**config.mk**
```make
export PLATFORM = sky130hd
export DESIGN_NAME = ula_seq
export DESIGN_NICKNAME = d
export VERILOG_FILES = /design/src/rtl/ula_seq.sv
export SDC_FILE = /design/constraint.sdc
export NUM_CORES = 1
export LEC_CHECK = 0
export CAP_MARGIN = 15
export CORE_ASPECT_RATIO = 2
export CORE_MARGIN = 2
export CORE_UTILIZATION = 48
export CTS_BUF_LIST = sky130_fd_sc_hd__clkbuf_8
export DETAILED_ROUTE_END_ITERATION = 6
export GPL_TIMING_DRIVEN = 0
export HOLD_SLACK_MARGIN = 0.05
export PLACE_DENSITY = 0.9
export REMOVE_ABC_BUFFERS = 1
export SYNTH_ARGS = -nofsm -noshare
export SYNTH_HDL_FRONTEND = slang
export SYNTH_SLANG_ARGS = --single-unit
```
**constraint.sdc**
```tcl
create_clock -name clk -period 2.78 [get_ports clk]
set_clock_uncertainty 0.05 [all_clocks]
set_input_delay 0.278 -clock clk [delete_from_list [all_inputs] [get_ports clk]]
set_output_delay 0.278 -clock clk [all_outputs]
set_load 0.01 [all_outputs]
```
**src/rtl/ula_seq.sv**
```systemverilog
// rtl/ula_seq.sv - multi-cycle request/response initiator for the combinational ULA
//
// Takes one operation per request handshake, drives the ULA and returns the
// registered result over a response handshake. Shift opcodes (LSL, ASR) move
// one bit per ULA pass, so they are iterated req_shamt times.
//
// Ports:
//   clk, reset                 rising-edge clock, synchronous active-high reset
//   req_valid/req_ready        request handshake
//   req_op/req_a/req_b         ULA opcode and operands, sampled at acceptance
//   req_shamt                  shift count, used only for LSL/ASR
//   ula_a/ula_b/ula_opcode     registered drive towards the ULA
//   ula_out/ula_flag           combinational ULA result
//   rsp_valid/rsp_ready        response handshake
//   rsp_data/rsp_flag          result and flag of the final ULA pass
//   busy                       high whenever the FSM is not idle
module ula_seq #(
    parameter int WIDTH = 32,
    parameter int CW    = 5
) (
    input  logic             clk,
    input  logic             reset,
    input  logic             req_valid,
    output logic             req_ready,
    input  logic [4:0]       req_op,
    input  logic [WIDTH-1:0] req_a,
    input  logic [WIDTH-1:0] req_b,
    input  logic [CW-1:0]    req_shamt,
    output logic [WIDTH-1:0] ula_a,
    output logic [WIDTH-1:0] ula_b,
    output logic [4:0]       ula_opcode,
    input  logic [WIDTH-1:0] ula_out,
    input  logic             ula_flag,
    output logic             rsp_valid,
    input  logic             rsp_ready,
    output logic [WIDTH-1:0] rsp_data,
    output logic             rsp_flag,
    output logic             busy
);

    localparam logic [4:0] OP_LSL  = 5'b01000;
    localparam logic [4:0] OP_ASR  = 5'b01001;
    localparam logic [4:0] OP_ZERO = 5'b10000;

    typedef enum logic [1:0] {
        S_IDLE,
        S_EXEC,
        S_SHIFT,
        S_RESP
    } state_t;

    state_t           state_q,      state_d;
    logic [4:0]       op_q,         op_d;
    logic [WIDTH-1:0] acc_q,        acc_d;
    logic [WIDTH-1:0] b_q,          b_d;
    logic [CW-1:0]    cnt_q,        cnt_d;
    logic [WIDTH-1:0] rsp_data_q,   rsp_data_d;
    logic             rsp_flag_q,   rsp_flag_d;
    logic             rsp_valid_q,  rsp_valid_d;
    logic             req_ready_q,  req_ready_d;
    logic             busy_q,       busy_d;
    logic [WIDTH-1:0] ula_a_q,      ula_a_d;
    logic [WIDTH-1:0] ula_b_q,      ula_b_d;
    logic [4:0]       ula_opcode_q, ula_opcode_d;

    logic             rsp_done;

    function automatic logic is_shift(input logic [4:0] op);
        return (op == OP_LSL) || (op == OP_ASR);
    endfunction

    // rsp_valid trails entry into RESP by one cycle, so the handshake is
    // only seen once rsp_valid has actually been presented.
    assign rsp_done = rsp_valid_q && rsp_ready;

    always_comb begin
        state_d    = state_q;
        op_d       = op_q;
        acc_d      = acc_q;
        b_d        = b_q;
        cnt_d      = cnt_q;
        rsp_data_d = rsp_data_q;
        rsp_flag_d = rsp_flag_q;

        case (state_q)
            S_IDLE: begin
                if (req_valid) begin
                    op_d  = req_op;
                    acc_d = req_a;
                    b_d   = req_b;
                    cnt_d = req_shamt;
                    if (is_shift(req_op)) begin
                        if (req_shamt == '0) begin
                            // Zero-length shift: result is A, ULA never used.
                            rsp_data_d = req_a;
                            rsp_flag_d = 1'b0;
                            state_d    = S_RESP;
                        end else begin
                            state_d = S_SHIFT;
                        end
                    end else begin
                        state_d = S_EXEC;
                    end
                end
            end
            S_EXEC: begin
                rsp_data_d = ula_out;
                rsp_flag_d = ula_flag;
                state_d    = S_RESP;
            end
            S_SHIFT: begin
                acc_d = ula_out;
                cnt_d = cnt_q - CW'(1);
                if (cnt_q == CW'(1)) begin
                    rsp_data_d = ula_out;
                    rsp_flag_d = ula_flag;
                    state_d    = S_RESP;
                end
            end
            S_RESP: begin
                if (rsp_done) begin
                    state_d = S_IDLE;
                end
            end
            default: state_d = S_IDLE;
        endcase

        rsp_valid_d = (state_q == S_RESP) && !rsp_done;
        req_ready_d = (state_d == S_IDLE);
        busy_d      = (state_d != S_IDLE);

        // ULA drive follows the next state so it is valid for exactly the
        // cycles spent in EXEC/SHIFT and parked at "Out=0" otherwise.
        ula_a_d      = '0;
        ula_b_d      = '0;
        ula_opcode_d = OP_ZERO;
        if (state_d == S_EXEC) begin
            ula_a_d      = acc_d;
            ula_b_d      = b_d;
            ula_opcode_d = op_d;
        end else if (state_d == S_SHIFT) begin
            ula_a_d      = acc_d;
            ula_b_d      = b_d;
            ula_opcode_d = op_d;
        end
    end

    always_ff @(posedge clk) begin
        if (reset) begin
            state_q      <= S_IDLE;
            op_q         <= '0;
            acc_q        <= '0;
            b_q          <= '0;
            cnt_q        <= '0;
            rsp_data_q   <= '0;
            rsp_flag_q   <= 1'b0;
            rsp_valid_q  <= 1'b0;
            req_ready_q  <= 1'b1;
            busy_q       <= 1'b0;
            ula_a_q      <= '0;
            ula_b_q      <= '0;
            ula_opcode_q <= OP_ZERO;
        end else begin
            state_q      <= state_d;
            op_q         <= op_d;
            acc_q        <= acc_d;
            b_q          <= b_d;
            cnt_q        <= cnt_d;
            rsp_data_q   <= rsp_data_d;
            rsp_flag_q   <= rsp_flag_d;
            rsp_valid_q  <= rsp_valid_d;
            req_ready_q  <= req_ready_d;
            busy_q       <= busy_d;
            ula_a_q      <= ula_a_d;
            ula_b_q      <= ula_b_d;
            ula_opcode_q <= ula_opcode_d;
        end
    end

    assign req_ready  = req_ready_q;
    assign rsp_valid  = rsp_valid_q;
    assign rsp_data   = rsp_data_q;
    assign rsp_flag   = rsp_flag_q;
    assign busy       = busy_q;
    assign ula_a      = ula_a_q;
    assign ula_b      = ula_b_q;
    assign ula_opcode = ula_opcode_q;

endmodule

```
==> run summary <==
Final nets: 1018
Leak: 3.73 nW
Die Wd: 89.6 um
Critical Path Fanout Max: 40
DRT Wirelength: 19600 um
Hold WC Path Type: in -> reg
worst slew pin tran: 0.942 ns
I/O Buffers: 215
worst setup path class: reg -> reg
Post-DP HPWL: 13100 um
gr usage total: 24.8%
CTS tree: yes
met3 Use GR: 5.34%
unrepaired setup endpoints after global routing: false
status: finished, final reports clean
vias in the first global route: 6072
Final Hold Viols: 0
CTS root buf: clkbuf_8
pin count of the biggest net entering global routing: 75
Slew Viols, Final: 0
total CTS buffers: 17
Critical Path Max Stage Delay: 0.51 ns
post-route insts no fill: 1105
depth of the CTS H-tree: 4
Core ar.: 14400 um2
Max Buffers Root-to-Sink: 2
Antenna Violating Nets Remaining: 0
synth warn: 0
Via-to-Cell Ratio: 5.44
RR Endpoint: ula_b[14]
synthesized cell area: 7030 um2
Post-synth EDFFs: 0
Reg2Reg Depth: 7
Reg area: 3620 um2
row count: 62
CTS Hold Bufs: 0
Most Used Layer, Global Route: met2
nature of the critical path endpoint: flop
Final Wtd Congestion: 0.837
Pwr Density: 639 nW/um2
post-DR wirelength/cell: 17.7 um
Min-Delay Path Depth: 2
total grt overflow: 0
Die Area: 15700 um2
Top FF cell, synth: dfxtp_1
detailed-route via count: 6008
HP Start: reset
total clock sinks: 181
hold endpoint: rsp_data[27]
starting density of the core: 49.0%
Worst slew margin: 37.0%
sequential-to-total area share from yosys stat: 51.5%
Die Y-Extent: 175 um
arrival time at the worst endpoint: 2.95 ns
critical path, cell by cell: inv_1 > ha_4 > mux2_2 > o221a_4 > or3_4 > buf_12 > a21boi_0
global-route wire length before repair: 30200 um
Fmax achieved: 0.377 GHz
met2 Usage GRT: 45.9%
VDD IR-drop max: 671 uV
CP required: 3.08 ns
Yosys cell types: 42
Layout area overhead: 39.4%
Final setup viols: 0
dpl cells: 1070
Max Cap Viol: 0
Mapped Cells: 717
multi-input combinational cell area: 3190 um2
initial antenna violation count: 0
flops & latches, synth: 181
critical path startpoint category: flop
Avg Inst Size Synth: 9.81 um2
TritonRoute pass-1 iters: 5
Worst-Skew Late Latency: 0.44 ns
Tcrit/Tclk final: 95.3%
Post-synth ARST share: 0%
Hold Slack: 0.246 ns
layout filler cell count: 1081
RR Startpoint: state_q[0]
CTS clk-pin slew, worst paths: 0.10 ns
Residual DRC: 0
reg-to-reg slack, setup: 0.13 ns
GR Util met1: 25.1%
number of diodes: 0
minimum clock period: 2.65 ns
initial drt markers: 211
Critical-path top delay cell: or3_4
I/O Pins: 216
share of cells above drive strength 1: 13.0%
[worst max-delay path by stage]
stage / start / cells past startpoint / end / slack [ns]
final: state_q[0] / 7 / ula_b[14] / 0.13
after global routing: state_q[0] / 7 / ula_b[14] / 0.01
after CTS: state_q[0] / 7 / ula_b[14] / 0.04
after detailed placement: state_q[1] / 7 / ula_b[17] / -0.62
after global placement: req_valid / 5 / ula_opcode[3] / -2.56
after floorplan: state_q[0] / 7 / rsp_data[0] / -0.53
[cell type report]
| type | count | share of cell area [%] |
|---|---|---|
| sequential | 181 | 37.0 |
| clock buffer | 20 | 2.81 |
| inverter | 6 | 0.230 |
| timing repair buffer | 224 | 23.9 |
| tap | 192 | 2.45 |
| multi-input combinational | 470 | 32.5 |
| clock inverter | 12 | 1.16 |
[worst max-delay path: cells and delay by family, from the launching register on]
family	cells	cell delay (ns)
adders and majority gates	1	0.32
DFF	1	0.38
buffers and inverters	2	0.44
AOI/OAI and AO/OA	2	0.46
muxes	1	0.38
and+or+nand+nor	1	0.51
[placed cells by master, fill, tap and decap left out, types with 2 or more instances in the layout]
cell type	count
inv_8	2
o21ai_0	5
mux2i_1	33
clkbuf_8	20
inv_6	4
clkdlybuf4s50_1	213
inv_1	5
or2_0	2
nor2_1	46
nand2_1	110
ha_4	2
mux2_2	65
buf_12	3
a21boi_1	21
a211oi_1	2
ha_1	5
a21oi_1	73
clkinvlp_4	3
a21o_1	2
clkinv_4	2
a21boi_0	47
a22oi_1	34
dfxtp_1	181
buf_16	4
[Yosys cell counts, types with 2 or more instances]
master    number  area share [%]
dfxtp_1      181              52
nand2_1      110             5.9
a21oi_1       73             5.2
mux2_2        65              10
a21boi_0      47             5.0
nor2_1        47             2.5
clkbuf_1      39             2.1
a22oi_1       34             3.6
mux2i_1       33             4.7
a21boi_1      21             2.2
buf_2         11            0.78
ha_1           7             1.2
buf_1          5            0.27
inv_1          5            0.27
o21ai_0        5            0.36
buf_4          3            0.32
a211oi_1       2            0.21
a21o_1         2            0.21
a221oi_1       2            0.25
buf_6          2            0.32
or2_0          2            0.18
[power by group]
group / leakage [nW] / switching (mW) / internal, mW / total, mW
clock: 0.190 / 0.987 / 0.726 / 1.71
combinational: 2.06 / 0.791 / 0.821 / 1.61
sequential: 1.48 / 0.0996 / 2.84 / 2.94
[kinds of logic (layout without fill, tap and decap cells)]
kind of cell	count (synthesis)	count (layout)	share of synthesized area, %
buffers and inverters	66	262	4.09
adders and majority gates	7	7	1.25
and+or+nand+nor	171	171	9.79
muxes	98	98	15.1
DFF	181	181	51.5
AOI/OAI and AO/OA	194	194	18.3
[sequential cells by signal (all words and copies together) (netlist names), 5 cells and up]
register / count
rsp_data: 32
b_q: 32
acc_q: 32
op_q: 5
ula_a: 32
ula_opcode: 5
ula_b: 32
cnt_q: 5
[metal layers]
layer / up-vias / routed length, um
li1: 2840 / -
met1: 2885 / 6820
met2: 238 / 11000
met3: 45 / 1070
met4: 0 / 694
met5: - / 0
[stage by stage]
stage | TNS [ns] | power [mW] | util [%] | area, um2 | worst slack (ns)
final | 0 | 6.26 | 68.3 | 9800 | 0.130
after CTS | 0 | 6.29 | 68.1 | 9780 | 0.0417
after global routing | 0 | 6.56 | 68.3 | 9800 | 0.0101
after global placement | -358.30 | 4.48 | 63.8 | 9160 | -2.56
after floorplan | -44.50 | 3.76 | - | 6770 | -0.529
after detailed placement | -45.59 | 4.56 | 64.8 | 9310 | -0.618
[timing repair]
item,4_1_cts,5_1_grt
setup buffers,2,1
pin swaps,1,1
gates resized for setup,4,2
endpoints found under the setup margin,126,52
cloned,0,0
No activity file was read; power rests on OpenSTA's default activity.
